==> src/rtl/layer_pkg.sv <==
// Shared types and constants for the layer compositor controller.
// Menu FSM encoding, layer count and layer index names.
package layer_pkg;

  typedef enum logic [1:0] {
    HIDDEN     = 2'd0,
    OPEN_PEND  = 2'd1,
    SHOWN      = 2'd2,
    CLOSE_PEND = 2'd3
  } menu_state_e;

  localparam int NUM_LAYERS   = 4;
  localparam int LAYER_BG     = 0;
  localparam int LAYER_TILE   = 1;
  localparam int LAYER_SPRITE = 2;
  localparam int LAYER_BANNER = 3;

  function automatic logic is_pend(menu_state_e s);
    return (s == OPEN_PEND) || (s == CLOSE_PEND);
  endfunction

endpackage

==> src/rtl/frame_div.sv <==
// Frame-pulse modulo-DIV counter whose output toggles on every wrap; sync clear forces count 0, toggle 1.
// Registered toggle plus its next value, so a parent can register logic on the same update; never stalls.
module frame_div #(
  parameter int DIV = 30
) (
  input  logic clk,
  input  logic rst_n,
  input  logic i_clr,
  input  logic i_tick,
  output logic o_tgl,
  output logic o_tgl_nxt
);

  localparam int CW = (DIV > 1) ? $clog2(DIV) : 1;

  logic [CW-1:0] r_cnt;
  logic [CW-1:0] w_cnt_nxt;
  logic          r_tgl;
  logic          w_tgl_nxt;

  always_comb begin
    w_cnt_nxt = r_cnt;
    w_tgl_nxt = r_tgl;
    if (i_clr) begin
      w_cnt_nxt = '0;
      w_tgl_nxt = 1'b1;
    end else if (i_tick) begin
      if (r_cnt == CW'(DIV - 1)) begin
        w_cnt_nxt = '0;
        w_tgl_nxt = ~r_tgl;
      end else begin
        w_cnt_nxt = r_cnt + 1'b1;
      end
    end
  end

  always_ff @(posedge clk or negedge rst_n) begin
    if (!rst_n) begin
      r_cnt <= '0;
      r_tgl <= 1'b1;
    end else begin
      r_cnt <= w_cnt_nxt;
      r_tgl <= w_tgl_nxt;
    end
  end

  assign o_tgl     = r_tgl;
  assign o_tgl_nxt = w_tgl_nxt;

endmodule

==> src/rtl/layer_ctrl.sv <==
// Frame-synchronous menu select, layer enables and banner blink; all changes commit on frame_start.
// Outputs registered, visible the cycle after frame_start; menu_req is held by the requester until menu_ack.
module layer_ctrl
  import layer_pkg::*;
#(
  parameter int                    BLINK_FRAMES = 30,
  parameter int                    TOGGLE_GUARD = 8,
  parameter logic [NUM_LAYERS-1:0] MASK_RST     = 4'b0111
) (
  input  logic                  clk,
  input  logic                  rst_n,
  input  logic                  frame_start,
  input  logic                  menu_req,
  output logic                  menu_ack,
  input  logic                  mask_wr,
  input  logic [NUM_LAYERS-1:0] layer_mask_in,
  input  logic                  win_flag,
  output logic                  switch_sel,
  output logic [NUM_LAYERS-1:0] layer_en,
  output logic                  blink_on,
  output logic                  busy
);

  localparam int GW = $clog2(TOGGLE_GUARD + 1);

  menu_state_e           r_state;
  menu_state_e           w_state_nxt;
  logic                  w_commit;
  logic                  w_guard_zero;
  logic [GW-1:0]         r_guard;
  logic [GW-1:0]         w_guard_nxt;
  logic                  r_armed;
  logic                  r_sel;
  logic                  r_ack;
  logic                  r_busy;
  logic [NUM_LAYERS-1:0] r_shadow;
  logic [NUM_LAYERS-1:0] r_active;
  logic [NUM_LAYERS-1:0] w_active_nxt;
  logic [NUM_LAYERS-1:0] r_layer_en;
  logic                  w_blink;
  logic                  w_blink_nxt;

  assign w_guard_zero = (r_guard == '0);
  assign w_active_nxt = frame_start ? r_shadow : r_active;

  always_comb begin
    w_state_nxt = r_state;
    w_commit    = 1'b0;
    case (r_state)
      HIDDEN:     if (menu_req && r_armed && w_guard_zero) w_state_nxt = OPEN_PEND;
      OPEN_PEND:  if (frame_start) begin
                    w_state_nxt = SHOWN;
                    w_commit    = 1'b1;
                  end
      SHOWN:      if (menu_req && r_armed && w_guard_zero) w_state_nxt = CLOSE_PEND;
      CLOSE_PEND: if (frame_start) begin
                    w_state_nxt = HIDDEN;
                    w_commit    = 1'b1;
                  end
      default:    w_state_nxt = HIDDEN;
    endcase
  end

  // A commit reloads the guard even on the frame that would otherwise count it down.
  always_comb begin
    w_guard_nxt = r_guard;
    if (w_commit) begin
      w_guard_nxt = GW'(TOGGLE_GUARD);
    end else if (frame_start && !w_guard_zero) begin
      w_guard_nxt = r_guard - 1'b1;
    end
  end

  always_ff @(posedge clk or negedge rst_n) begin
    if (!rst_n) r_state <= HIDDEN;
    else        r_state <= w_state_nxt;
  end

  always_ff @(posedge clk or negedge rst_n) begin
    if (!rst_n) begin
      r_armed    <= 1'b1;
      r_sel      <= 1'b0;
      r_ack      <= 1'b0;
      r_busy     <= 1'b0;
      r_guard    <= '0;
      r_shadow   <= MASK_RST;
      r_active   <= MASK_RST;
      r_layer_en <= MASK_RST;
    end else begin
      r_ack   <= w_commit;
      r_guard <= w_guard_nxt;
      r_busy  <= is_pend(w_state_nxt) || (w_guard_nxt != '0);
      if (w_commit) r_sel <= (w_state_nxt == SHOWN);
      // Re-armed only by a low cycle of menu_req, so a held request toggles once.
      if (!menu_req) begin
        r_armed <= 1'b1;
      end else if (is_pend(w_state_nxt) && !is_pend(r_state)) begin
        r_armed <= 1'b0;
      end
      if (mask_wr) r_shadow <= layer_mask_in;
      r_active   <= w_active_nxt;
      r_layer_en <= {w_active_nxt[LAYER_BANNER] & (~win_flag | w_blink_nxt),
                     w_active_nxt[LAYER_SPRITE:LAYER_BG]};
    end
  end

  frame_div #(
    .DIV (BLINK_FRAMES)
  ) u_blink (
    .clk       (clk),
    .rst_n     (rst_n),
    .i_clr     (~win_flag),
    .i_tick    (frame_start),
    .o_tgl     (w_blink),
    .o_tgl_nxt (w_blink_nxt)
  );

  assign menu_ack   = r_ack;
  assign switch_sel = r_sel;
  assign layer_en   = r_layer_en;
  assign blink_on   = w_blink;
  assign busy       = r_busy;

endmodule

==> config.mk <==
export PLATFORM = sky130hd
export DESIGN_NAME = layer_ctrl
export DESIGN_NICKNAME = d
export VERILOG_FILES = /design/src/rtl/layer_pkg.sv /design/src/rtl/frame_div.sv /design/src/rtl/layer_ctrl.sv
export SDC_FILE = /design/constraint.sdc
export NUM_CORES = 1
export LEC_CHECK = 0
export ABC_AREA = 1
export BUFFER_PORTS_ARGS = -buffer_cell sky130_fd_sc_hd__clkbuf_2
export CAP_MARGIN = 20
export CELL_PAD_IN_SITES_DETAIL_PLACEMENT = 0
export CELL_PAD_IN_SITES_GLOBAL_PLACEMENT = 1
export CORE_ASPECT_RATIO = 0.7
export CORE_MARGIN = 3
export CORE_UTILIZATION = 40
export DETAILED_ROUTE_END_ITERATION = 6
export PLACE_DENSITY = 0.82
export REMOVE_ABC_BUFFERS = 1
export SYNTH_ARGS = -nofsm -noshare
export SYNTH_HDL_FRONTEND = slang
export SYNTH_SLANG_ARGS = --single-unit
export TNS_END_PERCENT = 100
==> constraint.sdc <==
create_clock -name clk -period 1.82 [get_ports clk]
set_input_delay 0 -clock clk [delete_from_list [all_inputs] [get_ports clk]]
set_output_delay 0 -clock clk [all_outputs]
set_load 0.1 [all_outputs]
**Word-level counts from Yosys, hierarchy flattened**

Cells that the tools add are included.

- Input bits: 10
- Bits in registers: 28
- Word-level logic and storage cells: 57

- Add/sub/neg operators: 2
- Muxes and demuxes: 18
- Bitwise operators: 4
- Reduce and logical (&&, ||, !) cells: 13
- Equal/unequal tests: 9

Operators with widths:

| kind | count |
|---|---|
| 2-to-1 mux 5 bit | 3 |
| 2-to-1 mux 4 bit | 3 |
| equality test 2 bit, second input constant | 4 |
| 2-to-1 mux 2 bit | 4 |
| one-hot mux 2 bit (4 select lines) | 1 |
| 2-to-1 mux 1 bit | 7 |
| adder 5 x 1 -> 5 bit, second input constant | 1 |
| equality test 5 bit, second input constant | 1 |
| equality test 2 x 1 -> 1 bit, second input constant | 2 |
| logical AND 1 bit | 4 |
| zero test 4 bit | 1 |
| nonzero test 4 bit | 1 |
| subtractor 4 x 1 -> 4 bit, second input constant | 1 |
| logical OR 1 bit | 3 |
| zero test 1 bit | 2 |
| zero test 2 bit | 1 |
| != test 2 x 1 -> 1 bit, second input constant | 1 |
| != test 2 bit, second input constant | 1 |
| NOT 1 bit | 2 |
| OR reduction 2 bit | 1 |
| bitwise AND 1 bit | 1 |
| OR 1 bit | 1 |

**Logic depth before layout (Yosys ltp)**

- Word-level depth: 9
- Gate-level depth with buffers: 9
- Gate-level depth less buffers: 9

**Modules after synthesis**

From an unflattened synthesis, not the netlist that was laid out.

- Cell total of the unflattened synthesis: 141
- Area, all modules: 1217.4 µm²

By module, submodules not included:

| module | cells each | area an instance (µm²) | times used |
|---|---|---|---|
| layer_ctrl | 93 | 854.6 | 1 |
| frame_div | 48 | 362.8 | 1 |

**Least setup slack after synthesis**

OpenSTA, ideal clock, no wires.

- Path kind: flip-flop to flip-flop
- Start: register u_blink.r_tgl, in the netlist u_blink.o_tgl
- End: register r_layer_en[3], in the netlist layer_en[3]
- Required time: 1695 ps
- Clock period less this slack: 1350 ps
- Stages on the path, launching flop included: 6
- Slack: 470 ps
- Data arrival time: 1224 ps
- Buffers on the path: 0
- Cells stage by stage: dfstp_2 inv_1 nand3_1 nand2_1 nor2_1 nor2_1

- Longest elaborated chain between the ends: 6

Ends and longest elaborated chain:

| item | RTL line | RTL |
|---|---|---|
| start, declared | frame_div.sv:18 | `logic r_tgl;` |
| start signal, assigned | frame_div.sv:43 | `r_tgl <= w_tgl_nxt;` |
| NOT 1 bit | frame_div.sv:30 | `w_tgl_nxt = ~r_tgl;` |
| 2-to-1 mux 1 bit | frame_div.sv:28 | `if (r_cnt == CW'(DIV - 1)) begin` |
| 2-to-1 mux 1 bit (*) | frame_div.sv:27 | `end else if (i_tick) begin` |
| 2-to-1 mux 1 bit (*) | frame_div.sv:24 | `if (i_clr) begin` |
| OR 1 bit (*) | layer_ctrl.sv:102 | `r_layer_en <= {w_active_nxt[LAYER_BANNER] & (~win_flag \| w_blink_nxt),` |
| bitwise AND 1 bit (*) | layer_ctrl.sv:102 |  |
| end signal, assigned | layer_ctrl.sv:102 |  |
| end, declared | layer_ctrl.sv:39 | `logic [NUM_LAYERS-1:0] r_layer_en;` |

Every way passes the cells marked *; elsewhere a longest branch is shown, timed or not.
A chain may end at the register's enable or synchronous reset.

**Worst setup path in the final report**

- Start: register r_guard[0]
- End: register r_busy, in the netlist busy

- Longest elaborated chain between the ends: 7
- Elaborated cells on any way between the ends: 15
- Those cells by class: add/sub (1); eq/ne (2); mux (5); reduce/logical (7)

Ends and longest elaborated chain:

| item | RTL line | RTL |
|---|---|---|
| start, declared | layer_ctrl.sv:30 | `logic [GW-1:0] r_guard;` |
| start signal, assigned | layer_ctrl.sv:91 | `r_guard <= w_guard_nxt;` |
| branches (longest 6 deep; another with subtractor 4 x 1 -> 4 bit) | n/a |  |
| logical OR 1 bit (*) | layer_ctrl.sv:92 | `r_busy <= is_pend(w_state_nxt) \|\| (w_guard_nxt != '0);` |
| end signal, assigned | layer_ctrl.sv:92 |  |
| end, declared | layer_ctrl.sv:35 | `logic r_busy;` |

Every way passes the cells marked *.

==> metrics.yaml <==
status:
  outcome: "finished, final reports clean"
global_routing:
  grt_pass1_vias: 859
  grt_max_degree: 26
  grt_pass1_wl_um: 3800
  grt_overflow: 0
  track_usage_pct: 13.3
  antenna_found_initial: 0
power:
  pwr_density_cell_nw_per_um2: 1300
  p_leak_nw: 0.707
  peakVddDrop_uv: 658
timing:
  slew_headroom_pct: 60.9
  rsz0062_at_grt: "no"
  worst_pin_slew_ns: 0.586
  slew_viol_final: 0
  tns_ns: 0
  period_needed_ns: 1.40
  fin_crit_sh_pct: 77.1
  timing.fmax_ghz: 0.713
  skew_ns: 0.00454
  setup_ws_ns: 0.417
  hold_viol: 0
  setup_viol: 0
route:
  drc: 0
  drt-pass1-iter-count: 4
  routed_wl_um: 1980
  viasPerCell: 4.63
  ant_nets: 0
  vias: 861
  drt_iter0_drc: 45
  wl_per_cell_um: 10.6
place:
  gp_congestion: 0.724
  placed_cells_incl_taps: 173
  place_worst_setup_slack_ns: 0.428
  port_buffers: 17
  dpl_cell_area_um2: 1250
  post-dp-hpwl_um: 1490
cts:
  cts_buffer_depth: 2
  cts_made_buffers: 3
  clk_pin_slew_worst_paths_ns: 0.08
  clockRootBuffer: "clkbuf_8"
  clock-sinks: 25
  clk_latency_ns: 0.26
  htree_levels: 1
  post_cts_resized: 0
  cts_tree: "yes"
setup_path:
  crit_top_cell: "nand2_1"
  critical_path_buf_inv_count: 1
  cp-startpoint: "r_guard[0]"
  worstSetupPathType: "flip-flop to flip-flop"
  path_cells: "inv_1 > ha_1 > nand2_2 > nand2_1 > nand2_1 > nand2_1 > nand2_1 > nor2_1 > nand2_1"
  path_delay_family: "simple AND/OR/NAND/NOR gates"
  end_kind: "flip-flop"
  crit_path_max_incr_delay_ns: 0.38
  critPathArrivalTime_ns: 1.56
  cp.required_ns: 1.97
  critical-path-slowest-cell: "dfrtp_1"
  timing.rr.start: "r_guard[0]"
  critPathMaxFanout: 5
  worst_setup_path_start_kind: "flip-flop"
worst_hold_path:
  hp-class: "primary input to flip-flop"
  min_from: "mask_wr"
final_layout:
  layout-drive-gt1-share_pct: 25.0
  final_area_um2: 1390
  area_growth_pct: 19.9
  num_antenna_cells: 0
  nets: 166
  final_cells: 186
  postLayoutCoreUtil_pct: 53.2
synth:
  avgSynthCellArea_um2: 9.20
  syn_area_um2: 1160
  yosysSeqAreaShare_pct: 54.9
  yosys_warnings: 0
  yosysUniqueCellTypes: 24
  postSynthCellCount: 126
  ys_ff_latch: 25
die:
  die_x_um: 70.3
  start_util_pct: 44.4
  rows: 15
  dieArea_um2: 3590
  core-area_um2: 2610
  ioPinCount: 18
  dieHeight_um: 51.0
job:
  drv_cap: 0
final timing paths:
path                       depth (start not counted)  slack [ns]               end
max                                                9        0.42              busy
min                                                2        0.02       r_shadow[3]
max reg2reg                                        9        0.42              busy
min reg2reg                                        2        0.47           r_armed
max in group asynchronous                          2        1.17       layer_en[3]
min in group asynchronous                          2        0.27  u_blink.r_cnt[3]
flip-flops by register name, indices dropped and copies added (netlist names):
signal,cells
busy,1
r_active,1
switch_sel,1
r_armed,1
u_blink.r_cnt,5
r_state,2
u_blink.o_tgl,1
r_shadow,4
menu_ack,1
layer_en,4
r_guard,4
Yosys cell counts:
cell type  number  area (um2)
a21oi_2         1        8.76
o21ai_0         8        40.0
or2_2           1        6.26
dfrtp_1        17         425
nand2_1        30         113
nand2_2         1        6.26
buf_4           3        22.5
ha_1            3        37.5
dfstp_2         8         210
buf_6           1        11.3
nand2_4         1        11.3
o21ai_2         1        8.76
nand3b_1        1        7.51
mux2i_1         1        10.0
nor2_2          2        12.5
nand4_4         1        21.3
a21oi_1         4        20.0
nand3_1         5        25.0
o22ai_1         1        6.26
xor2_1          3        26.3
inv_1          17        63.8
inv_2           1        3.75
nor2_1         13        48.8
nand4_1         2        12.5
per-stage QoR:
| stage | hold WS, ns | power (mW) |
|---|---|---|
| 6_report | 0.0237 | 1.81 |
| 5_1_grt | 0.0405 | 1.93 |
| 4_1_cts | 0.00966 | 1.83 |
| 3_5_place_dp | 0.0359 | 1.49 |
| 3_3_place_gp | 0.0296 | 1.47 |
| 2_1_floorplan | -0.296 | 1.34 |
power by group:
part	internal, mW	switching, mW	total [mW]	leakage (nW)
clock	0.153	0.161	0.314	0.0255
sequential	0.692	0.0781	0.770	0.297
combinational	0.187	0.538	0.725	0.385
kinds of logic (layout without fill, tap and decap cells):
group / after synthesis / in the layout / synth area share (%)
and+or+nand+nor: 57 / 57 / 22.8
muxes: 1 / 1 / 0.864
AOI/OAI and AO/OA: 15 / 15 / 7.24
xor gates and xnor gates: 3 / 3 / 2.27
buffers and inverters: 22 / 48 / 8.75
adders and majority gates: 3 / 3 / 3.24
DFF: 25 / 25 / 54.9
cell type report:
| class | instances | area, um2 |
|---|---|---|
| well taps | 34 | 42.5 |
| flip-flops and latches | 25 | 636 |
| clock buffers | 3 | 41.3 |
| clock inverters | 1 | 5.00 |
| inverters | 18 | 67.6 |
| fillers | 242 | 1220 |
| multi-input cells | 79 | 422 |
| repair buffers | 26 | 175 |
routing by layer:
metal  share of wire, %  GRT usage [%]
met4               0.30          0.955
met1                 51           17.7
met2                 44           21.6
met3                5.5           4.91
met5                  0              0
what timing repair did:
item	CTS	global route
hold endpoints to repair	22	0
hold buffers	9	0
setup endpoints to repair	0	0
setup buffers	0	0
cells in the final DEF, fill, tap and decap left out, drive strengths merged:
| master | synthesis | final |
|---|---|---|
| nand2 | 32 | 32 |
| clkbuf | 0 | 20 |
| inv | 18 | 18 |
| dfrtp | 17 | 17 |
| nor2 | 15 | 15 |
| dlygate4sd3 | 0 | 9 |
| o21ai | 9 | 9 |
| dfstp | 8 | 8 |
| nand3 | 5 | 5 |
| a21oi | 5 | 5 |
| xor2 | 3 | 3 |
| ha | 3 | 3 |
| nand4 | 3 | 3 |
| or2 | 1 | 1 |
| nand3b | 1 | 1 |
| o22ai | 1 | 1 |
| mux2i | 1 | 1 |
| clkinv | 0 | 1 |
Note: power is estimated with default switching activity, not from simulation.
